`config.mk`:
```
export PLATFORM = sky130hd
export DESIGN_NAME = rcb_host_arb
export DESIGN_NICKNAME = d
export VERILOG_FILES = /design/src/rtl/tts_pkg.sv /design/src/rtl/rcb_arb_stat.sv /design/src/rtl/rcb_host_arb.sv
export SDC_FILE = /design/constraint.sdc
export NUM_CORES = 1
export LEC_CHECK = 0
export BUFFER_PORTS_ARGS = -buffer_cell sky130_fd_sc_hd__buf_2
export CAP_MARGIN = 40
export CORE_AREA = 2 2 147 149
export DETAILED_ROUTE_END_ITERATION = 10
export DIE_AREA = 0 0 149 151
export GPL_TIMING_DRIVEN = 0
export PLACE_DENSITY = 0.57
export SYNTH_ARGS = -nofsm -noshare
export SYNTH_HDL_FRONTEND = slang
export SYNTH_SLANG_ARGS = --single-unit
```
`constraint.sdc`:
```
create_clock -name clk -period 3.16 [get_ports clk]
set_clock_uncertainty 0.05 [all_clocks]
set_input_delay 0.632 -clock clk [delete_from_list [all_inputs] [get_ports clk]]
set_output_delay 0.632 -clock clk [all_outputs]
set_load 0.01 [all_outputs]
```
`src/rtl/tts_pkg.sv`:
```
// Shared types for the strategy/host RAM arbiter: host FSM states and read-return tags.
// Latency: none (types only).
// Backpressure: none (types only).
package tts_pkg;

    // Host-side FSM. At most one host read may be in flight, so the read phases
    // have their own states. Write completion needs only the HWR state.
    typedef enum logic [1:0] {
        IDLE = 2'd0,  // no host read outstanding
        HWR  = 2'd1,  // write granted last cycle
        HRD1 = 2'd2,  // read issued, RAM data pending
        HRD2 = 2'd3   // capture cycle, host_rvld high
    } host_state_t;

    // Owner of the RAM read data that returns one cycle after the access.
    typedef enum logic [1:0] {
        RTAG_NONE = 2'd0,
        RTAG_SEF  = 2'd1,
        RTAG_HOST = 2'd2
    } ret_tag_t;

endpackage

```
`src/rtl/rcb_arb_stat.sv`:
```
// Host wait statistics: counts consecutive stalled request cycles, tracks the worst case, flags starvation.
// Latency: statistics outputs update on the clock edge after the cycle being counted.
// Backpressure: none; purely observes host_req/host_gnt. Ports: clk, reset_n, host_req, host_gnt, stat_clr, host_starved, host_wait_max.
module rcb_arb_stat #(
    parameter int WAIT_LIMIT = 16,
    parameter int WCNT_WIDTH = 8
) (
    input  logic                  clk,
    input  logic                  reset_n,
    input  logic                  host_req,
    input  logic                  host_gnt,
    input  logic                  stat_clr,
    output logic                  host_starved,
    output logic [WCNT_WIDTH-1:0] host_wait_max
);

    localparam int unsigned LIMIT = WAIT_LIMIT;

    logic [WCNT_WIDTH-1:0] wcnt;
    logic [WCNT_WIDTH-1:0] wcnt_nxt;
    logic                  set_starved;
    logic                  new_max;

    // The counter tracks only an unbroken stall: a grant or a dropped request restarts it.
    always_comb begin
        wcnt_nxt = wcnt;
        if (host_gnt || !host_req) begin
            wcnt_nxt = '0;
        end else if (wcnt != '1) begin
            wcnt_nxt = wcnt + 1'b1;
        end
    end

    assign set_starved = (32'(wcnt_nxt) >= LIMIT);
    assign new_max     = (wcnt_nxt > host_wait_max);

    // New events take precedence over stat_clr in the same cycle, so no event is ever lost.
    always_ff @(posedge clk) begin
        if (!reset_n) begin
            wcnt          <= '0;
            host_wait_max <= '0;
            host_starved  <= 1'b0;
        end else begin
            wcnt <= wcnt_nxt;
            if (new_max) begin
                host_wait_max <= wcnt_nxt;
            end else if (stat_clr) begin
                host_wait_max <= '0;
            end
            if (set_starved) begin
                host_starved <= 1'b1;
            end else if (stat_clr) begin
                host_starved <= 1'b0;
            end
        end
    end

endmodule

```
`src/rtl/rcb_host_arb.sv`:
```
// Single-port RAM arbiter: strategy reads have absolute priority, the host gets the remaining cycles.
// Latency: RAM driven in the request cycle; sef_rvld/host_rvld 2 cycles after the access.
// Backpressure: host is stalled via host_gnt (request held until granted); strategy never stalls.
// Ports: strategy read (sef_*), host access (host_*), RAM port (ram_*), statistics (stat_clr, host_starved, host_wait_max).
module rcb_host_arb import tts_pkg::*; #(
    parameter int ADDR_WIDTH = 14,
    parameter int DATA_WIDTH = 64,
    parameter int WAIT_LIMIT = 16,
    parameter int WCNT_WIDTH = 8
) (
    input  logic                  clk,
    input  logic                  reset_n,
    input  logic                  sef_rd,
    input  logic [ADDR_WIDTH-1:0] sef_addr,
    output logic [DATA_WIDTH-1:0] sef_rdata,
    output logic                  sef_rvld,
    input  logic                  host_req,
    input  logic                  host_we,
    input  logic [ADDR_WIDTH-1:0] host_addr,
    input  logic [DATA_WIDTH-1:0] host_wdata,
    output logic                  host_gnt,
    output logic [DATA_WIDTH-1:0] host_rdata,
    output logic                  host_rvld,
    output logic                  ram_en,
    output logic                  ram_we,
    output logic [ADDR_WIDTH-1:0] ram_addr,
    output logic [DATA_WIDTH-1:0] ram_wdata,
    input  logic [DATA_WIDTH-1:0] ram_rdata,
    input  logic                  stat_clr,
    output logic                  host_starved,
    output logic [WCNT_WIDTH-1:0] host_wait_max
);

    host_state_t state;
    ret_tag_t    tag_q;
    logic        sef_go;
    logic        host_ok;

    // Requests seen while reset_n is low must not reach the RAM.
    assign sef_go   = reset_n & sef_rd;
    assign host_ok  = (state == IDLE) || (state == HWR);
    assign host_gnt = reset_n & host_req & ~sef_rd & host_ok;

    assign ram_en    = sef_go | host_gnt;
    assign ram_we    = host_gnt & host_we;
    assign ram_addr  = sef_go ? sef_addr : host_addr;
    assign ram_wdata = host_wdata;

    // The tag registered with each read steers the returning RAM word to exactly one
    // consumer; clearing it on reset drops any read still in flight.
    always_ff @(posedge clk) begin
        if (!reset_n) begin
            state      <= IDLE;
            tag_q      <= RTAG_NONE;
            sef_rvld   <= 1'b0;
            host_rvld  <= 1'b0;
            sef_rdata  <= '0;
            host_rdata <= '0;
        end else begin
            if (sef_go) begin
                tag_q <= RTAG_SEF;
            end else if (host_gnt && !host_we) begin
                tag_q <= RTAG_HOST;
            end else begin
                tag_q <= RTAG_NONE;
            end

            sef_rvld <= (tag_q == RTAG_SEF);
            if (tag_q == RTAG_SEF) begin
                sef_rdata <= ram_rdata;
            end

            // host_rvld is high exactly while the FSM sits in HRD2.
            host_rvld <= (state == HRD1);
            if (tag_q == RTAG_HOST) begin
                host_rdata <= ram_rdata;
            end

            if (host_gnt) begin
                state <= host_we ? HWR : HRD1;
            end else begin
                case (state)
                    HRD1:    state <= HRD2;
                    HRD2:    state <= IDLE;
                    HWR:     state <= IDLE;
                    default: state <= IDLE;
                endcase
            end
        end
    end

    rcb_arb_stat #(
        .WAIT_LIMIT (WAIT_LIMIT),
        .WCNT_WIDTH (WCNT_WIDTH)
    ) u_stat (
        .clk           (clk),
        .reset_n       (reset_n),
        .host_req      (host_req),
        .host_gnt      (host_gnt),
        .stat_clr      (stat_clr),
        .host_starved  (host_starved),
        .host_wait_max (host_wait_max)
    );

endmodule

```
==> flow_summary.json, run 1 <==
{
  "leakagePower_uw": 0.00407,
  "min_path_type": "input pin to flop",
  "core-area_mm2": 0.0208,
  "yosys_warnings": 0,
  "ys_seq_area_share_pct": 48.7,
  "antenna_found_initial": 1,
  "powerDensity_mw_per_mm2": 513,
  "clk_pin_slew_worst_paths_ns": 0.06,
  "finalCoreUtilization_pct": 41.8,
  "cts_buffers": 17,
  "ys_seq_elements": 151,
  "dp_slack_ns": -0.0564,
  "rsz0062_at_grt": "false",
  "synth_edf_count": 0,
  "final_common_cell": "buf_2",
  "vias_per_cell": 4.45,
  "drc": 0,
  "drt_iter0_drc": 198,
  "synth_cell_types": 42,
  "grt_pass1_wl_um": 30300,
  "syn_to_final_growth_pct": 40.3,
  "clk_latency_ns": 0.42,
  "drive_above_1_share_pct": 39.9,
  "max_slew.worst_pin.slew_ns": 0.845,
  "avgSynthCellArea_um2": 7.99,
  "crit_path_max_incr_delay_ns": 0.42,
  "port_buffers": 316,
  "hold_slack_ns": 0.359,
  "vias": 6237,
  "max_freq_ghz": 0.342,
  "worstSetupEndpointType": "flop",
  "boundaryPins": 382,
  "setup.worst_path.class": "flop to flop",
  "diodes": 0,
  "synthesis.area_mm2": 0.00621,
  "globalRouteOverflowTotal": 0,
  "drt-total-wl_um": 20400,
  "maxSlewHeadroom_pct": 43.7,
  "syn_nets": 948,
  "maxCapViolations": 0,
  "grt_pass1_vias": 5796,
  "multi_input_area_mm2": 0.00247,
  "peakVddDrop_mv": 0.307,
  "cts_buffer_depth": 2,
  "worstPathRequired_ns": 3.42,
  "initial_core_util_pct": 29.8,
  "timing.final.ws_setup_ns": 0.239,
  "nFillCells": 2204,
  "syn_inst": 777,
  "crit_chain": "ha_2, nand3_2, nor2b_4, mux2_4, and2_2, ha_1, nor2b_1, o211ai_1, a21oi_1, o22ai_4, mux2_2",
  "start_kind": "flop",
  "worst_hold_path.num_cells": 2,
  "finalSetupViolCount": 0,
  "hold_violations": 0,
  "place_congestion": 0.783,
  "final.period_utilization_pct": 92.4,
  "async_reset_ff_share_pct": 0,
  "final_cell_mix": "buf_2, nand2_1, dfxtp_1, a21oi_1, buf_4",
  "crit_path_top_delay_cell": "dfxtp_1",
  "die_area_mm2": 0.0225,
  "num_rows": 53,
  "ctsHtreeMaxLevel": 4,
  "ant_nets": 0,
  "wire_per_inst_um": 14.6,
  "synth_ff_type": "dfxtp_1",
  "reg2reg_depth": 11,
  "seq_area_mm2": 0.00302,
  "finalNetCount": 1284,
  "place_hpwl_um": 15600,
  "status": "complete, no violations",
  "die_y_um": 151,
  "slew_viol_final": 0,
  "clockRootBuffer": "clkbuf_16",
  "cts_sinks": 151,
  "period_needed_ns": 2.92,
  "worstPathArrival_ns": 3.18,
  "die_w_um": 149,
  "path_max_fanout": 7,
  "grt_usage_pct": 17.5,
  "first_pass_iters": 4,
  "cts_tree": "yes",
  "grt_max_degree": 17
}
[per-stage QoR]
stage / power, uW / std cells / area, um^2 / TNS, ns
after floorplan: 2320 / 777 / 6210 / 0
after global placement: 2570 / 1368 / 8130 / -0.0813
after detailed placement: 2570 / 1368 / 8130 / -0.159
after CTS: 4540 / 1400 / 8700 / 0
after global routing: 4690 / 1401 / 8710 / 0
final: 4470 / 1401 / 8710 / 0
[metal layers]
| layer | vias to the layer above | routed length [um] | global-route usage [%] |
|---|---|---|---|
| li1 | 3133 | - | - |
| met1 | 2821 | 8510 | 20.3 |
| met2 | 256 | 10100 | 31.5 |
| met3 | 25 | 1470 | 4.76 |
| met4 | 2 | 311 | 5.43 |
| met5 | - | 13 | 0 |
[power breakdown]
| group | switching [uW] | total (uW) | internal (uW) |
|---|---|---|---|
| Combinational | 291 | 538 | 247 |
| Sequential | 29.0 | 1990 | 1960 |
| Clock | 903 | 1940 | 1040 |
| Total | 1220 | 4470 | 3250 |
[Yosys cell counts, types with 2 or more instances]
cell type,instances,area [um^2]
nor4_1,2,12.5
o21ai_0,3,15.0
or2_2,4,25.0
buf_2,3,15.0
mux2_2,17,191
buf_1,7,26.3
inv_1,16,60.1
nor3_1,5,25.0
clkbuf_1,35,131
a21oi_1,135,676
buf_4,64,480
nand3_1,4,20.0
mux2i_1,5,50.1
and2_1,2,12.5
dfxtp_1,151,3020
nand4_1,5,31.3
nand2b_1,3,18.8
ha_1,9,113
nor2_1,12,45.0
nor2b_1,3,18.8
nand2_1,271,1020
[final cells by class]
class,count,area share (%)
inverter,17,0.733
multi-input combinational,499,28.3
timing repair buffer,317,18.2
sequential,151,34.7
buffer,110,7.63
tap,275,3.95
clock inverter,14,1.51
clock buffer,18,4.93
[cell families (layout without fill, tap and decap cells)]
group                      count (synthesis)  after routing  synth area share (%)
and+or+nand+nor                          319            319                  21.0
DFF                                      151            151                  48.7
AOI/OAI and AO/OA                        147            147                  12.4
buffers and inverters                    127            476                  11.7
muxes                                     23             23                  4.13
adders and majority gates                  9              9                  1.81
xor gates and xnor gates                   1              1                 0.141
[critical path, delay by kind of cell, from the launching register on]
kind,cells,cell delay [ns]
multiplexers,2,0.68
adder cells (fa/ha/maj),2,0.57
AND/OR/NAND/NOR,4,0.63
flip-flops,1,0.42
AO/OA/AOI/OAI,3,0.47
[sequential cells by signal (all words and copies together), names as in the netlist]
name / count
host_rdata: 64
host_rvld: 1
sef_rdata: 64
sef_rvld: 1
state: 2
tag_q: 2
u_stat.host_starved: 1
u_stat.host_wait_max: 8
u_stat.wcnt: 8
[timing repair]
action / 4_1_cts / 5_1_grt
pin swaps: 0 / 1
buffers inserted: 0 / 1
gates resized for setup: 1 / 1
hold buffers: 0 / 0
hold endpoints to repair: 0 / 0
setup endpoints to repair: 3 / 3
[worst paths after layout]
check | from | endpoint | slack (ns)
hold reg to reg | sef_rdata[17]$_SDFFE_PN0P_ | sef_rdata[17]$_SDFFE_PN0P_ | 0.40
setup reg to reg | u_stat.wcnt[0]$_SDFF_PN0_ | u_stat.host_wait_max[3]$_SDFFE_PN0P_ | 0.24
hold / removal | host_we | tag_q[1]$_SDFF_PP0_ | 0.36
setup / recovery | u_stat.wcnt[0]$_SDFF_PN0_ | u_stat.host_wait_max[3]$_SDFFE_PN0P_ | 0.24
Note: power is estimated with default switching activity, not from simulation.
==> run 2: changes to the inputs <==
- CORE_AREA: 2 2 147 149 -> 2 2 150 152
- DIE_AREA: 0 0 149 151 -> 0 0 152 154
- clock period: 3.16 -> 2.6 ns (I/O delays scaled with it)
==> run 2 against run 1 <==
Effect of this change: final area up 2.0%; setup slack worse by 0.24 ns; worst hold slack worse by 0.12 ns; clock-buffer cell count down 1; flip-flop and latch count unchanged; via count up 0.22%; global-route usage down 0.17 points; clock power up 23%; critical path depth unchanged; routed wire length up 3.3%; sequential power up 22%; combinational power up 27%.
==> flow_summary.json, run 2 (synthesized netlist as in run 1, its figures left out) <==
{
  "status": "complete, no violations",
  "final.period_utilization_pct": 100,
  "p_comb_share_pct": 12.4,
  "switching_power_uw": 1460,
  "p_int_uw": 4030,
  "initial_core_util_pct": 28.6,
  "slew_viol_final": 0,
  "num_rows": 54,
  "worstPathArrival_ns": 2.86,
  "setup.worst_path.class": "flop to flop",
  "final_cell_mix": "buf_2, nand2_1, dfxtp_1, a21oi_1, buf_4",
  "clk_latency_ns": 0.42,
  "worstPathRequired_ns": 2.86,
  "globalRouteOverflowTotal": 0,
  "max_slew.worst_pin.slew_ns": 0.837,
  "drt-total-wl_um": 21100,
  "finalSetupViolCount": 0,
  "seqPwrFrac_pct": 44.0,
  "cts_tree": "yes",
  "crit_chain": "buf_6, and4_4, nor2b_4, mux2_4, and2_4, ha_4, nor2b_1, o211ai_1, a21oi_2, o22ai_4, mux2_4",
  "path_max_fanout": 6,
  "maxSlewHeadroom_pct": 44.2,
  "port_buffers": 316,
  "max_freq_ghz": 0.385,
  "antenna_found_initial": 1,
  "grt_usage_pct": 17.4,
  "worst_hold_path.num_cells": 2,
  "period_needed_ns": 2.60,
  "timing.rr.end": "u_stat.host_wait_max[3]$_SDFFE_PN0P_",
  "drc": 0,
  "crit_path_frequent_cell": "mux2_4",
  "place_area_mm2": 0.00820,
  "total_power_uw": 5490,
  "boundaryPins": 382,
  "reg2reg_from": "u_stat.wcnt[4]$_SDFF_PN0_",
  "worst_hold_path.endpoint": "tag_q[1]$_SDFF_PP0_",
  "leakagePower_uw": 0.00414,
  "rsz0062_at_grt": "true",
  "clockRootBuffer": "clkbuf_16",
  "core-area_mm2": 0.0217,
  "crit_path_top_delay_cell": "mux2_4",
  "vias": 6251,
  "crit_path_max_incr_delay_ns": 0.33,
  "peakVddDrop_mv": 0.321,
  "use_met3_pct": 3.86,
  "grt.met2_usage_pct": 29.2,
  "grt_max_degree": 17,
  "diodes": 0,
  "cts_sinks": 151,
  "min_path_type": "input pin to flop",
  "ctsHtreeMaxLevel": 4,
  "grt_pass1_wl_um": 32000,
  "cts_buffer_depth": 2,
  "powerDensity_mw_per_mm2": 618,
  "reg2reg_depth": 11,
  "clk_pin_slew_worst_paths_ns": 0.07,
  "finalNetCount": 1294,
  "wire_per_inst_um": 14.9,
  "p_clk_share_pct": 43.5,
  "reg2reg_slack_ns": 0.001,
  "grt_pass1_vias": 5874,
  "maxCapViolations": 0,
  "hold_violations": 0,
  "start_kind": "flop",
  "power.share.switching_pct": 26.6,
  "worstSetupEndpointType": "flop",
  "ant_nets": 0,
  "place_hpwl_um": 16000,
  "die_area_mm2": 0.0234,
  "setup_tns_ns": 0,
  "largest_registers": "host_rdata: 64 flops, sef_rdata: 64 flops",
  "grt_util_met1_pct": 21.7,
  "vias_per_cell": 4.42,
  "place_congestion": 0.786,
  "nFillCells": 2296,
  "die_y_um": 154,
  "die_w_um": 152,
  "grt.busiest_layer": "met2",
  "first_pass_iters": 4,
  "drt_iter0_drc": 237,
  "final_common_cell": "buf_2",
  "drive_above_1_share_pct": 41.6,
  "worstHoldStart": "host_we",
  "cts_buffers": 17,
  "fin_area_mm2": 0.00889,
  "syn_to_final_growth_pct": 43.2
}
-- run 2: cell count changes in the layout (fill, tap and decap cells not counted), sizes merged --
cell | previous run | this run
buf | 392 | 402
clkinvlp | 3 | 5
inv | 25 | 23
bufinv | 0 | 1
clkbuf | 53 | 52
clkinv | 3 | 2
-- run 2: timing repair --
item                                   CTS  global route
cloned                                   0             0
pin swaps                                5             4
endpoints found under the hold margin    0             0
buffers inserted                         7             3
gates resized for setup                  9             5
hold buffers                             0             0
setup endpoints to repair                8             8
-- run 2: critical path, delay by kind of cell, from the launching register on --
family / cells / cell delay, ns
mux: 2 / 0.64
simple gates: 4 / 0.63
compound gates: 3 / 0.54
buf+inv: 1 / 0.11
flops: 1 / 0.32
fa+ha+maj: 1 / 0.21
-- run 2: worst max-delay path by stage --
| stage | end | slack [ns] | startpoint | cells past startpoint |
|---|---|---|---|---|
| floorplan | u_stat.host_wait_max[1]$_SDFFE_PN0P_ | -0.02 | u_stat.wcnt[4]$_SDFF_PN0_ | 11 |
| finish | u_stat.host_wait_max[3]$_SDFFE_PN0P_ | 0.001 | u_stat.wcnt[4]$_SDFF_PN0_ | 11 |
| global placement | u_stat.host_wait_max[2]$_SDFFE_PN0P_ | -0.22 | u_stat.wcnt[1]$_SDFF_PN0_ | 11 |
| CTS | u_stat.host_wait_max[3]$_SDFFE_PN0P_ | 0.002 | u_stat.wcnt[1]$_SDFF_PN0_ | 9 |
| global route | u_stat.host_wait_max[2]$_SDFFE_PN0P_ | -0.07 | u_stat.wcnt[1]$_SDFF_PN0_ | 10 |
| detailed placement | u_stat.host_wait_max[3]$_SDFFE_PN0P_ | -0.23 | u_stat.wcnt[0]$_SDFF_PN0_ | 11 |
-- run 2: per-layer routing --
| metal | routed length, um | share of wire, % |
|---|---|---|
| met3 | 1190 | 5.6 |
| met5 | 13 | 0.062 |
| met1 | 9090 | 43 |
| met4 | 488 | 2.3 |
| met2 | 10300 | 49 |
-- run 2: per-stage QoR --
step           util (%)  hold WS [ns]  worst slack [ns]  instances
6_report           41.0         0.240          0.000987       1415
5_1_grt            41.0         0.242           -0.0717       1415
4_1_cts            40.8         0.220           0.00151       1412
3_5_place_dp       37.8         0.393            -0.227       1374
3_3_place_gp       37.8         0.389            -0.222       1373
2_1_floorplan         -         0.413           -0.0198        777
-- run 2: final cells by class --
class                           count  area, um^2  share of cell area, %
Buffer                            110         667                   7.50
Clock buffer                       17         425                   4.79
Inverter                           17        63.8                  0.718
Tap cell                          280         350                   3.94
Sequential cell                   151        3040                   34.2
Timing Repair Buffer              327        1680                   18.9
Clock inverter                     14         140                   1.58
Multi-Input combinational cell    499        2530                   28.5
-- run 2: power by group through the flow --
stage               clock, uW  combinational (uW)  sequential [uW]
global placement            0                 668             2470
floorplan                   0                 329             2500
CTS                      2470                 688             2420
detailed placement          0                 673             2470
global route             2550                 747             2430
finish                   2390                 682             2420
